## src/rtl/iram_loader_pkg.sv

```systemverilog
// Shared IRAM definitions: FSM state encoding and instruction store geometry.
package iram_loader_pkg;

    localparam int unsigned IRAM_DEPTH  = 256;
    localparam int unsigned INSTR_WIDTH = 16;

    typedef enum logic [1:0] {
        IDLE = 2'b00,
        LOAD = 2'b01,
        RUN  = 2'b10
    } state_t;

endpackage

```

## src/rtl/iram_mem.sv

```systemverilog
// Synchronous 1R1W instruction RAM; the array is never reset, the read register is.
module iram_mem #(
    parameter int unsigned ADDR_WIDTH = 8,
    parameter int unsigned DATA_WIDTH = 16,
    parameter int unsigned DEPTH      = 256
) (
    input  logic                  clock,
    input  logic                  reset,
    input  logic                  we,
    input  logic [ADDR_WIDTH-1:0] waddr,
    input  logic [DATA_WIDTH-1:0] wdata,
    input  logic                  rd_en,
    input  logic [ADDR_WIDTH-1:0] raddr,
    output logic [DATA_WIDTH-1:0] rdata
);

    logic [DATA_WIDTH-1:0] mem [DEPTH];

    always_ff @(posedge clock) begin
        if (we) begin
            mem[waddr] <= wdata;
        end
    end

    // Read register clears whenever the fetch side is not running.
    always_ff @(posedge clock or posedge reset) begin
        if (reset) begin
            rdata <= '0;
        end else if (rd_en) begin
            rdata <= mem[raddr];
        end else begin
            rdata <= '0;
        end
    end

endmodule

```

## src/rtl/iram_loader.sv

```systemverilog
// Boot loader FSM for the instruction RAM: assembles host bytes into words,
// then serves registered instruction fetches once the CPU is released.
module iram_loader
    import iram_loader_pkg::*;
#(
    parameter int unsigned ADDR_WIDTH = 8,
    parameter int unsigned DATA_WIDTH = INSTR_WIDTH,
    parameter int unsigned DEPTH      = IRAM_DEPTH
) (
    input  logic                  clock,
    input  logic                  reset,
    input  logic [ADDR_WIDTH-1:0] IRAM_address,
    output logic [DATA_WIDTH-1:0] instruction,
    input  logic                  load_start,
    input  logic                  load_valid,
    input  logic [7:0]            load_byte,
    input  logic                  load_end,
    output logic                  cpu_enable,
    output logic [ADDR_WIDTH:0]   load_count,
    output logic                  load_error
);

    localparam logic [ADDR_WIDTH:0] FULL_COUNT = (ADDR_WIDTH + 1)'(DEPTH);

    state_t                state;
    logic                  phase_high;
    logic [7:0]            low_byte;
    logic                  full;
    logic                  we;
    logic [DATA_WIDTH-1:0] wdata;
    logic                  rd_en;

    // The word count doubles as the write pointer; it saturates at DEPTH so
    // location 0 is never revisited.
    always_comb begin
        we    = 1'b0;
        wdata = '0;
        full  = (load_count == FULL_COUNT);
        rd_en = (state == RUN) && !load_start;
        if (state == LOAD && !load_start && !full) begin
            if (load_valid && phase_high) begin
                we    = 1'b1;
                wdata = {load_byte, low_byte};
            end else if (load_end && load_valid) begin
                we    = 1'b1;
                wdata = {8'h00, load_byte};
            end else if (load_end && phase_high) begin
                we    = 1'b1;
                wdata = {8'h00, low_byte};
            end
        end
    end

    always_ff @(posedge clock or posedge reset) begin
        if (reset) begin
            state      <= IDLE;
            cpu_enable <= 1'b0;
            load_count <= '0;
            load_error <= 1'b0;
            phase_high <= 1'b0;
            low_byte   <= '0;
        end else if (load_start) begin
            // load_start wins over everything, including a coincident byte.
            state      <= LOAD;
            cpu_enable <= 1'b0;
            load_count <= '0;
            load_error <= 1'b0;
            phase_high <= 1'b0;
        end else begin
            unique case (state)
                IDLE: begin
                    if (load_end) begin
                        state      <= RUN;
                        cpu_enable <= 1'b1;
                    end
                end
                LOAD: begin
                    if (we) begin
                        load_count <= load_count + 1'b1;
                    end
                    if (load_valid && full) begin
                        load_error <= 1'b1;
                    end
                    if (load_valid && !full && !phase_high) begin
                        low_byte <= load_byte;
                    end
                    if (load_end) begin
                        state      <= RUN;
                        cpu_enable <= 1'b1;
                        phase_high <= 1'b0;
                    end else if (load_valid && !full) begin
                        phase_high <= !phase_high;
                    end
                end
                RUN: begin
                    cpu_enable <= 1'b1;
                end
                default: begin
                    state      <= IDLE;
                    cpu_enable <= 1'b0;
                end
            endcase
        end
    end

    iram_mem #(
        .ADDR_WIDTH(ADDR_WIDTH),
        .DATA_WIDTH(DATA_WIDTH),
        .DEPTH     (DEPTH)
    ) u_mem (
        .clock (clock),
        .reset (reset),
        .we    (we),
        .waddr (load_count[ADDR_WIDTH-1:0]),
        .wdata (wdata),
        .rd_en (rd_en),
        .raddr (IRAM_address),
        .rdata (instruction)
    );

endmodule
```

## config.mk

```make
export PLATFORM = sky130hd
export DESIGN_NAME = iram_loader
export DESIGN_NICKNAME = d
export VERILOG_FILES = /design/src/rtl/iram_loader_pkg.sv /design/src/rtl/iram_mem.sv /design/src/rtl/iram_loader.sv
export SDC_FILE = /design/constraint.sdc
export NUM_CORES = 2
export LEC_CHECK = 0
export ABC_AREA = 0
export CORE_UTILIZATION = 50
export DETAILED_ROUTE_END_ITERATION = 8
export GPL_TIMING_DRIVEN = 1
export PLACE_DENSITY = 0.65
export SYNTH_ARGS = -nofsm -noshare
export SYNTH_HDL_FRONTEND = slang
export SYNTH_SLANG_ARGS = --single-unit
```

## constraint.sdc

```tcl
create_clock -name clock -period 17.9 [get_ports clock]
set_clock_uncertainty 0.1 [all_clocks]
set_input_delay 3.58 -clock clock [delete_from_list [all_inputs] [get_ports clock]]
set_output_delay 3.58 -clock clock [all_outputs]
set_load 0.05 [all_outputs]
```

==> results.txt <==
- The routed layout has 82139 vias.
- First-iteration detailed-routing DRC count: 12399
* CTS Buffer Depth: 4
- Combinational share of power: 3.5%
- VDD sags by at most 0.000104 V.
- After floorplanning, the core was divided into 206 placement rows.
- After routing, the total negative slack on setup checks comes to 0 ns.
* Total count of hold-check failures in the final report: 0
- The count of nets left with antenna violations once routing finished came out at 0.
- The die covers 320000 sq um.
- At the pin with the least slew margin, the transition time is 1.57 ns.
* TritonCTS clock tree: done
* Slowest library cell on the worst path: buf_4
- Synthesis produced 7477 cells.
- Post-synthesis net count: 7502
* Die boundary height: 566 microns
- The design draws 0.0198 W.
* Maximum number of pins on one net before global-route repair: 197
* Global-route usage over all layers: 28.1%
* Count of endpoints failing setup in the final report: 0
- Of all flip-flops after synthesis, the portion carrying an async set or reset was 0.919%.
- Via count normalized by instance count: 6.61
- Post-CTS resize count: 0
- The number of clock buffers added by TritonCTS is 407.
- STA classifies the critical path startpoint as an input pin.
- The initial utilization of the core area, before any placement, comes to 50.4%.
- The wire-length estimate of the detail-placed layout is 273000 microns.
* Total of buffers placed on input and output ports: 47
* Total cell area at the placement stage: 165000 sq um
- Htree depth: 5
* Biggest fanout along the worst timing path: 104
- Counting cells, the worst reg-to-reg path comes to 9.
- Clock tree root buffer cell: clkbuf_16
- Core region area: 315000 sq um
* Via count of the first global-routing pass: 79929
* Global-route wire length before repair: 626000 microns
- Ordered cell list for the critical path: buf_16 > buf_4 > buf_12 > buf_4 > mux2i_1 > o221ai_1 > a211oi_1 > a211o_1 > nor4_1 > nand4_1 > o31ai_1
* Worst min path class: reg2reg
- RSZ-0062 raised after global routing: no
- LEAKAGE: 59.8 nW
- Final design area excluding fillers: 179000 sq um
- Predominant post-synthesis flop cell: edfxtp_1
- Clock Pin Slew Worst Setup and Hold Paths: 0.06 ns
- Cell internal power was estimated by the tool at 0.0157 W.
* Outcome: complete, but fails checks
- Highest Clock Rate: 113 MHz
- Sort of element at the end of the critical path: flip-flop
* Slack of the worst reg-to-reg path: 11.88 ns
- WHS Endpoint: low_byte[0]$_DFFE_PP0P_
- The number of setup buffers added after CTS is 0.
- In this run the horizontal extent of the chip is 566 microns.
- Cell area power density: 111 nW/um^2
- EDFF count, synth: 4096
- In this run the critical register-to-register path is captured at u_mem.mem[39][3]$_DFFE_PP_.
- Final min period: 8.89 ns
* Most common library cell in the layout ignoring fill and taps: edfxtp_1
- Remaining design rule violation count: 0
- The filler cells instantiated in the layout total 22995.
* Area of the mapped netlist: 159000 sq um
* Slew HR: -5.95%
- Total Routed Length: 450000 microns
* Sw power: 0.00409 W
* Type of the setup path with the least slack: in2reg
- The clock net in this run drives a total of 4134 sinks.
* Max-cap viol count: 2
- STA puts the critical path data required time at 18.62 ns.
- During synthesis, Yosys emitted a total of 0 warnings.
- After synthesis, the netlist uses 60 different library cells.
- Syn Area/Cell: 21.2 sq um
* Layout area overhead: 12.6%
- Cell family with most CP delay: buffers and inverters
- The finished layout holds 12420 standard cells, fillers aside.
- In this run switching power makes up 20.6% of total power.
* Number of pins with negative max-slew slack in the final report: 3
* Share of layout cells above drive strength 1: 22.8%
- Routed wirelength normalized by instance count: 36.2 microns
- The initial antenna violation count is 31.
* Violated checks: max-capacitance violations, max-slew violations
- Portion of the clock cycle consumed by the worst path in the final layout: 49.7%
* Number of detailed-route iterations in the first pass: 6
- The share of the Yosys chip area taken by registers is 78.0%.
* Yosys reg bits: 4134
- In this run the most critical hold path is launched from low_byte[0]$_DFFE_PP0P_.
* Number of instances on the worst hold path: 1
- The critical path contains buffers and inverters numbering 4 combined.
- The total overflow left after global routing is 0.
- Number of hold buffers added after CTS: 0
- Sequential cells account for 53.2% of the total power.
- Cells fill 56.7% of the core in the end.
* Placer congestion estimate: 0.881
* Worst-skew pair later-pin latency: 0.95 ns
- Largest incremental delay on the critical path: 0.93 ns
- Cell total after placement: 11662
* Commonest non-fill, non-tap cells in the layout: 4096 x edfxtp_1, 799 x mux4_2, 434 x mux2i_1
* Signal arrival time at the worst endpoint: 9.61 ns
* Fin nets: 7936
- The worst register-to-register path begins at load_count[0]$_DFFE_PP0P_.
- The clock network is responsible for 43.3% of the overall power.
* I/O pin count: 48
* Critical Path Most Common Cell: buf_4
## worst max-delay path by stage
stage | from | endpoint | slack (ns) | cells past startpoint
after floorplan | load_start | u_mem.mem[0][0]$_DFFE_PP_ | 5.96 | 5
after global placement | IRAM_address[0] | u_mem.rdata[12]$_DFF_PP0_ | 8.21 | 11
after detailed placement | IRAM_address[0] | u_mem.rdata[12]$_DFF_PP0_ | 8.17 | 11
after CTS | IRAM_address[0] | u_mem.rdata[12]$_DFF_PP0_ | 9.14 | 11
after global routing | IRAM_address[0] | u_mem.rdata[12]$_DFF_PP0_ | 8.83 | 11
final | IRAM_address[0] | u_mem.rdata[1]$_DFF_PP0_ | 9.01 | 11
## flip-flops by register name, indices dropped and copies added, names as in the netlist
register     count
u_mem.rdata     16
load_error       1
state            2
phase_high       1
low_byte         8
u_mem.mem     4096
cpu_enable       1
load_count       9
## through the flow
step,hold slack [ns],setup slack (ns)
3_5_place_dp,0.393,8.17
4_1_cts,0.412,9.14
3_3_place_gp,0.392,8.21
5_1_grt,0.430,8.83
6_report,0.408,9.01
2_1_floorplan,0.382,5.96
## layout make-up
| class | instances | area (sq um) | area share (%) |
|---|---|---|---|
| Sequential cell | 4134 | 124000 | 69.3 |
| Multi-Input combinational cell | 2892 | 32500 | 18.2 |
| Clock buffer | 501 | 10900 | 6.11 |
| Tap cell | 4160 | 5200 | 2.91 |
| Timing Repair Buffer | 466 | 3790 | 2.12 |
| Clock inverter | 240 | 2380 | 1.33 |
| Inverter | 10 | 42.5 | 0.0238 |
| Antenna cell | 17 | 42.5 | 0.0238 |
## worst register-to-register path: cells and delay by family, from the launching register on
family                   cells  cell delay, ns
AO/OA/AOI/OAI                2            0.95
AND/OR/NAND/NOR              2            0.95
flip-flops                   1            0.50
buffers and inverters        4            2.69
adder cells (fa/ha/maj)      1            0.30
## metal layers
| metal | GRT usage [%] | share of wire (%) |
|---|---|---|
| met1 | 39.8 | 38 |
| met2 | 42.9 | 46 |
| met3 | 6.45 | 11 |
| met4 | 10.7 | 4.2 |
| met5 | 0 | 0.015 |
## cell families after synthesis
group / Yosys count / share of synthesized area [%]
AOI/OAI and AO/OA: 787 / 3.41
xor gates and xnor gates: 7 / 0.0386
adders and majority gates: 4 / 0.0315
buffers and inverters: 451 / 1.66
DFF: 4134 / 78.0
muxes: 1261 / 14.4
and+or+nand+nor: 833 / 2.39
## Yosys cell counts (5+ instances only)
master     count  area (sq um)
edfxtp_1    4096        123000
mux4_2       799         18000
mux2i_1      434          4340
nor2_1       371          1390
o22ai_1      187          1170
clkbuf_1     184           691
o221ai_1     155          1360
nand2_1      139           522
o21ai_0      106           531
a21oi_1       97           485
a22oi_1       93           698
buf_2         83           415
nor3_1        80           400
nand3_1       79           395
buf_4         58           435
nor4_1        53           332
buf_6         52           586
a211oi_1      45           338
buf_1         45           169
dfrtp_1       38           951
and2_1        34           213
a2111oi_0     32           280
nand4_1       30           188
a31oi_1       20           125
mux4_1        20           526
buf_8         16           240
or3_1         11          68.8
inv_1         10          37.5
o211ai_1      10          75.1
o21a_1         9          67.6
mux2_2         8          90.1
nor2b_1        7          43.8
a211o_1        5          43.8
a21o_1         5          37.5
a311o_1        5          50.1
## power by group through the flow
stage / clock network, W / registers [W] / logic (W)
final: 0.00858 / 0.0105 / 0.000689
after CTS: 0.00866 / 0.0105 / 0.000684
after floorplan: 0 / 0.0108 / 0.000418
after global routing: 0.00901 / 0.0105 / 0.000711
after global placement: 0 / 0.0108 / 0.000676
after detailed placement: 0 / 0.0108 / 0.000683
(Power assumes the default switching activity.)
